--- src/rtl/dark_pkg.sv ---
// Shared constants and FSM state type for the dark-pixel counter.
package dark_pkg;

    localparam int unsigned DATA_W_DEF  = 12;
    localparam int unsigned CNT_W_DEF   = 16;
    localparam int unsigned FRAME_W_DEF = 640;
    localparam int unsigned WIN_W       = 16;
    localparam int unsigned THR_RST_VAL = 0;

    typedef enum logic [1:0] {
        IDLE  = 2'd0,
        COUNT = 2'd1,
        DONE  = 2'd2
    } darkState_t;

endpackage

--- src/rtl/dark_window.sv ---
// Pixel position tracker and inclusive window compare (used with DARK_CNT_WINDOW_EN).
module dark_window
    import dark_pkg::*;
#(
    parameter int unsigned FRAME_W = FRAME_W_DEF
) (
    input  logic             iCLK,
    input  logic             iRST,
    input  logic             iFrameStart,
    input  logic             iPixValid,
    input  logic [WIN_W-1:0] iWinX0,
    input  logic [WIN_W-1:0] iWinX1,
    input  logic [WIN_W-1:0] iWinY0,
    input  logic [WIN_W-1:0] iWinY1,
    output logic             oInWin_c
);

    logic [WIN_W-1:0] xCnt;
    logic [WIN_W-1:0] yCnt;
    logic [WIN_W-1:0] xCur;
    logic [WIN_W-1:0] yCur;

    // Position of the current pixel; the first pixel of a frame sits at (0,0).
    always_comb begin
        xCur     = iFrameStart ? '0 : xCnt;
        yCur     = iFrameStart ? '0 : yCnt;
        oInWin_c = (xCur >= iWinX0) && (xCur <= iWinX1) &&
                   (yCur >= iWinY0) && (yCur <= iWinY1);
    end

    // Advance position per valid pixel, wrapping X at end of line.
    always_ff @(posedge iCLK or posedge iRST) begin
        if (iRST) begin
            xCnt <= '0;
            yCnt <= '0;
        end else if (iPixValid) begin
            if (xCur == WIN_W'(FRAME_W - 1)) begin
                xCnt <= '0;
                yCnt <= yCur + WIN_W'(1);
            end else begin
                xCnt <= xCur + WIN_W'(1);
                yCnt <= yCur;
            end
        end else if (iFrameStart) begin
            xCnt <= '0;
            yCnt <= '0;
        end
    end

endmodule

--- src/rtl/dark_counter.sv ---
// Per-frame dark-pixel counter with saturating accumulator.
// Optional window restriction enabled by defining DARK_CNT_WINDOW_EN.
module dark_counter
    import dark_pkg::*;
#(
    parameter int unsigned DATA_W  = DATA_W_DEF,
`ifdef DARK_CNT_WINDOW_EN
    parameter int unsigned FRAME_W = FRAME_W_DEF,
`endif
    parameter int unsigned CNT_W   = CNT_W_DEF
) (
    input  logic              iCLK,
    input  logic              iRST,
    input  logic              iFVAL,
    input  logic              iDVAL,
    input  logic [DATA_W-1:0] iDATA,
    input  logic [DATA_W-1:0] iThreshold,
`ifdef DARK_CNT_WINDOW_EN
    input  logic [WIN_W-1:0]  iWinX0,
    input  logic [WIN_W-1:0]  iWinX1,
    input  logic [WIN_W-1:0]  iWinY0,
    input  logic [WIN_W-1:0]  iWinY1,
`endif
    output logic [CNT_W-1:0]  oDarkCounter,
    output logic              oCountValid,
    output logic              oSaturated
);

    darkState_t        state;
    darkState_t        stateNext;
    logic              fvalPrev;
    logic              armed;
    logic [DATA_W-1:0] thrLatch;
    logic [DATA_W-1:0] thrNext;
    logic [CNT_W-1:0]  acc;
    logic [CNT_W-1:0]  accNext;
    logic              satFlag;
    logic              satNext;
    logic [CNT_W-1:0]  cntNext;
    logic              validNext;
    logic              satOutNext;
    logic              rise_c;
    logic              fall_c;
    logic              frameStart_c;
    logic              inWin_c;
    logic              startDark_c;
    logic              runDark_c;

    // Edge detect; armed blocks a frame already in progress when reset released.
    assign rise_c       = iFVAL & ~fvalPrev & armed;
    assign fall_c       = ~iFVAL & fvalPrev;
    assign frameStart_c = ((state == IDLE) & rise_c) | ((state == DONE) & iFVAL);

`ifdef DARK_CNT_WINDOW_EN
    dark_window #(
        .FRAME_W    (FRAME_W)
    ) uWindow (
        .iCLK       (iCLK),
        .iRST       (iRST),
        .iFrameStart(frameStart_c),
        .iPixValid  (iFVAL & iDVAL),
        .iWinX0     (iWinX0),
        .iWinX1     (iWinX1),
        .iWinY0     (iWinY0),
        .iWinY1     (iWinY1),
        .oInWin_c   (inWin_c)
    );
`else
    assign inWin_c = 1'b1;
`endif

    // The frame's first pixel uses the live threshold, later pixels the latched one.
    assign startDark_c = iFVAL & iDVAL & inWin_c & (iDATA < iThreshold);
    assign runDark_c   = iFVAL & iDVAL & inWin_c & (iDATA < thrLatch);

    // State, accumulator and output registers.
    always_ff @(posedge iCLK or posedge iRST) begin
        if (iRST) begin
            state        <= IDLE;
            fvalPrev     <= 1'b0;
            armed        <= 1'b0;
            thrLatch     <= DATA_W'(THR_RST_VAL);
            acc          <= '0;
            satFlag      <= 1'b0;
            oDarkCounter <= '0;
            oCountValid  <= 1'b0;
            oSaturated   <= 1'b0;
        end else begin
            state        <= stateNext;
            fvalPrev     <= iFVAL;
            armed        <= armed | ~iFVAL;
            thrLatch     <= thrNext;
            acc          <= accNext;
            satFlag      <= satNext;
            oDarkCounter <= cntNext;
            oCountValid  <= validNext;
            oSaturated   <= satOutNext;
        end
    end

    // Next-state and datapath control.
    always_comb begin
        stateNext  = state;
        thrNext    = thrLatch;
        accNext    = acc;
        satNext    = satFlag;
        cntNext    = oDarkCounter;
        validNext  = 1'b0;
        satOutNext = oSaturated;
        unique case (state)
            IDLE: begin
                if (frameStart_c) begin
                    stateNext = COUNT;
                    thrNext   = iThreshold;
                    accNext   = CNT_W'(startDark_c);
                    satNext   = 1'b0;
                end
            end
            COUNT: begin
                if (fall_c) begin
                    stateNext = DONE;
                end else if (runDark_c) begin
                    if (&acc) begin
                        satNext = 1'b1;
                    end else begin
                        accNext = acc + CNT_W'(1);
                    end
                end
            end
            DONE: begin
                cntNext    = acc;
                validNext  = 1'b1;
                satOutNext = satFlag;
                if (frameStart_c) begin
                    stateNext = COUNT;
                    thrNext   = iThreshold;
                    accNext   = CNT_W'(startDark_c);
                    satNext   = 1'b0;
                end else begin
                    stateNext = IDLE;
                end
            end
            default: stateNext = IDLE;
        endcase
    end

endmodule

--- config.mk ---
export PLATFORM = sky130hd
export DESIGN_NAME = dark_counter
export DESIGN_NICKNAME = d
export VERILOG_FILES = /design/src/rtl/dark_pkg.sv /design/src/rtl/dark_window.sv /design/src/rtl/dark_counter.sv
export SDC_FILE = /design/constraint.sdc
export NUM_CORES = 1
export LEC_CHECK = 0
export CAP_MARGIN = 20
export CELL_PAD_IN_SITES_DETAIL_PLACEMENT = 1
export CELL_PAD_IN_SITES_GLOBAL_PLACEMENT = 1
export CORE_MARGIN = 4
export CORE_UTILIZATION = 39
export CTS_BUF_LIST = sky130_fd_sc_hd__clkbuf_4
export DETAILED_ROUTE_END_ITERATION = 8
export GPL_TIMING_DRIVEN = 0
export PLACE_DENSITY_LB_ADDON = 0.1
export SKIP_CTS_REPAIR_TIMING = 1
export SLEW_MARGIN = 20
export SYNTH_ARGS = -nofsm -noshare
export SYNTH_HDL_FRONTEND = slang
export SYNTH_SLANG_ARGS = --single-unit
--- constraint.sdc ---
create_clock -name iCLK -period 2.12 [get_ports iCLK]
set_input_delay 0.424 -clock iCLK [delete_from_list [all_inputs] [get_ports iCLK]]
set_output_delay 0.424 -clock iCLK [all_outputs]
set_load 0.03 [all_outputs]
==> flow_summary_export.csv <==
group,metric,value,unit
status,status,"finished, violations left",
status,violations,"negative setup slack",
place,place_congestion,0.821,
run,max_cap_violations,0,
critical_path,cp-start-kind,"flip-flop",
cts,ctsRootBufferMaster,"clkbuf_4",
critical_path,slowest_delay,0.63,ns
floorplanning,die_w,93.7,um
place,pre_cts_slack,-0.718,ns
timing,whs,0.371,ns
critical_path,cp-end-kind,"flip-flop",
critical_path,setup.worst_path.class,"flip-flop to flip-flop",
critical_path,r2r_slack,-0.03,ns
cts,cts_tree,"built",
synthesis,synth_top_area_frac,0.445,
pwr,power_leakage,0.00183,uW
final_layout,syn2layout_area_growth,36.2,%
grt,grt_max_degree,33,
timing,fin_ws,-0.0305,ns
timing,fin_tns_setup,-0.0722,ns
synthesis,async_flop_share,1.00,
timing,tightestPinTransition,0.733,ns
floorplanning,row_count,30,
grt,grt_pass1_wl,12000,um
critical_path,cp.required,2.39,ns
detailed_routing,drt-initial-drc-count,74,
grt,grt_pass1_vias,2360,
detailed_routing,drc,0,
cts,clk_pin_slew,0.16,ns
synthesis,yosysMostFrequentCell,"dfrtp_1",
synthesis,synth_top_area_cell,"dfrtp_1",
timing,setup_viol,6,
floorplanning,coreArea,6980,sq um
synthesis,synth.yosys.seq_area_share,0.445,
cts,cts_sinks,51,
final_layout,layout.nets,400,
critical_path,path_cells,"ha_4 -> and3_4 -> nand3_4 -> nor4_4 -> nor2_4 -> mux2_4",
detailed_routing,vias_per_cell,5.43,
synthesis,syn_inst,288,
floorplanning,io_pins,46,
place,hpwl,5520,um
timing,min_period,2.15,ns
detailed_routing,antenna_left,0,
critical_path,reg2reg_depth,6,
timing,clock_skew,0.0117,ns
critical_path,path_max_fanout,5,
synthesis,yosys-top-cells-area,"dfrtp_1, ha_1, mux2_2",
synthesis,synth_area,2870,sq um
pwr,vdd_ir_drop_max,0.568,mV
floorplanning,initial_core_util,0.410,
floorplanning,die_y,93.7,um
grt,track_usage,0.174,
critical_path,worstPathArrival,2.42,ns
timing,maxSlewHeadroom,0.511,
cts,htreeDepth,2,
place,io_buffers,45,
pwr,p_per_area,892,nW/um^2
timing,final_max_slew_viol_count,0,
synthesis,avgSynthCellArea,9.95,sq um
cts,cts_buffer_depth,2,
critical_path,slowest_stage,"nor4_4",
detailed_routing,drt_first_pass_iters,4,
floorplanning,die-area,8780,sq um
detailed_routing,vias,2421,
cts,clk_latency,0.38,ns
place,dpl.cell_count,430,
grt,antenna_found_initial,0,
synthesis,synth_flop_cell,"dfrtp_1",
synthesis,synth_edf_count,0,
timing,rsz0062_at_grt,"yes",
synthesis,yosysUniqueCellTypes,51,
timing,final_hold_viol_count,0,
detailed_routing,wirelength,8260,um
synthesis,ys_warn_count,0,
grt,grt-ovfl-total,0,
cts,cts_buffers,5,
final_layout,finalNonFillerCells,446,
synthesis,yosys-top-cells-count,"dfrtp_1, nand2_1, inv_1",
final_layout,drive_above_1_share,0.243,
final_layout,antenna_cells,0,
final_layout,nFillCells,771,
detailed_routing,wl_per_cell,18.5,um
min_path,hold_class,"input port to asynchronous set/reset pin",
timing,max_freq,465,MHz
timing,post-route-period-util,1.01,
final_layout,final_core_utilization,0.559,
synthesis,synth_nets,339,
synthesis,synth-seq-cells,51,
==> sequential cells by signal, summed over array words and instances, names as in the netlist <==
| name | cells |
|---|---|
| thrLatch | 12 |
| fvalPrev | 1 |
| satFlag | 1 |
| acc | 16 |
| oSaturated | 1 |
| oCountValid | 1 |
| oDarkCounter | 16 |
| state | 2 |
| armed | 1 |
==> placed cells by master (no fill, tap or decap), drive strengths merged, types with 3 or more instances in the layout <==
master | netlist | final
inv | 29 | 29
dfrtp | 51 | 51
buf | 3 | 12
o41ai | 3 | 3
nor2 | 9 | 9
a211oi | 3 | 3
ha | 23 | 23
and3 | 3 | 3
mux2 | 16 | 16
o211ai | 3 | 3
dlymetal6s2s | 0 | 7
o21ai | 33 | 33
nand3 | 11 | 12
a21oi | 7 | 7
a21o | 5 | 5
nand2b | 4 | 4
o31ai | 8 | 8
and4 | 3 | 3
nand4 | 4 | 4
nor4 | 3 | 3
clkbuf | 6 | 10
nand2 | 38 | 38
nor3 | 3 | 3
clkdlybuf4s50 | 0 | 38
==> report_power, final <==
group / internal, uW / switching [uW] / total (uW)
Clock: 243 / 326 / 569
Combinational: 667 / 822 / 1490
Sequential: 1200 / 219 / 1420
Total: 2110 / 1370 / 3480
==> worst max-delay path: cells and delay by family (launching register included) <==
family                     cells  cell delay [ns]
DFF                            1             0.48
and+or+nand+nor                4             1.08
adders and majority gates      1             0.18
muxes                          1             0.32
==> cell type report <==
class	instances	area, sq um	share of cell area
Sequential cell	51	1280	0.327
Multi-Input combinational cell	200	1720	0.441
Clock buffer	5	37.5	0.00962
Tap cell	96	120	0.0308
Inverter	29	109	0.0279
Timing Repair Buffer	53	544	0.139
Clock inverter	3	38.8	0.00994
Buffer	9	56.3	0.0144
==> metal layers <==
layer / vias up / global-route usage / routed length (um) / part of all wire
li1: 1156 / - / - / -
met4: 0 / 0.0361 / 59 / 0.0071
met3: 4 / 0.0313 / 259 / 0.031
met2: 53 / 0.280 / 4120 / 0.50
met5: - / 0 / 0 / 0
met1: 1208 / 0.245 / 3830 / 0.46
==> through the flow <==
stage                     total power (uW)  cell area (sq um)
after global routing                  3720               3900
final                                 3480               3900
after floorplan                       2140               2870
after detailed placement              2600               3460
after CTS                             3170               3530
after global placement                2530               3440
==> worst paths after layout <==
check,start,end
setup / recovery,acc[1]$_DFFE_PP0P_,acc[0]$_DFFE_PP0P_
hold / removal,iRST,oDarkCounter[14]$_DFFE_PP0P_
setup reg to reg,acc[1]$_DFFE_PP0P_,acc[0]$_DFFE_PP0P_
min in group iCLK,armed$_DFF_PP0_,armed$_DFF_PP0_
max in group asynchronous,iRST,acc[0]$_DFFE_PP0P_
hold reg to reg,armed$_DFF_PP0_,armed$_DFF_PP0_
==> logic make-up after synthesis <==
kind of cell	count (synthesis)	synth area share
AND/OR/NAND/NOR	86	0.159
AO/OA/AOI/OAI	74	0.178
flip-flops	51	0.445
buffers and inverters	38	0.0546
adder cells (fa/ha/maj)	23	0.100
multiplexers	16	0.0629
No activity file was read; power rests on OpenSTA's default activity.
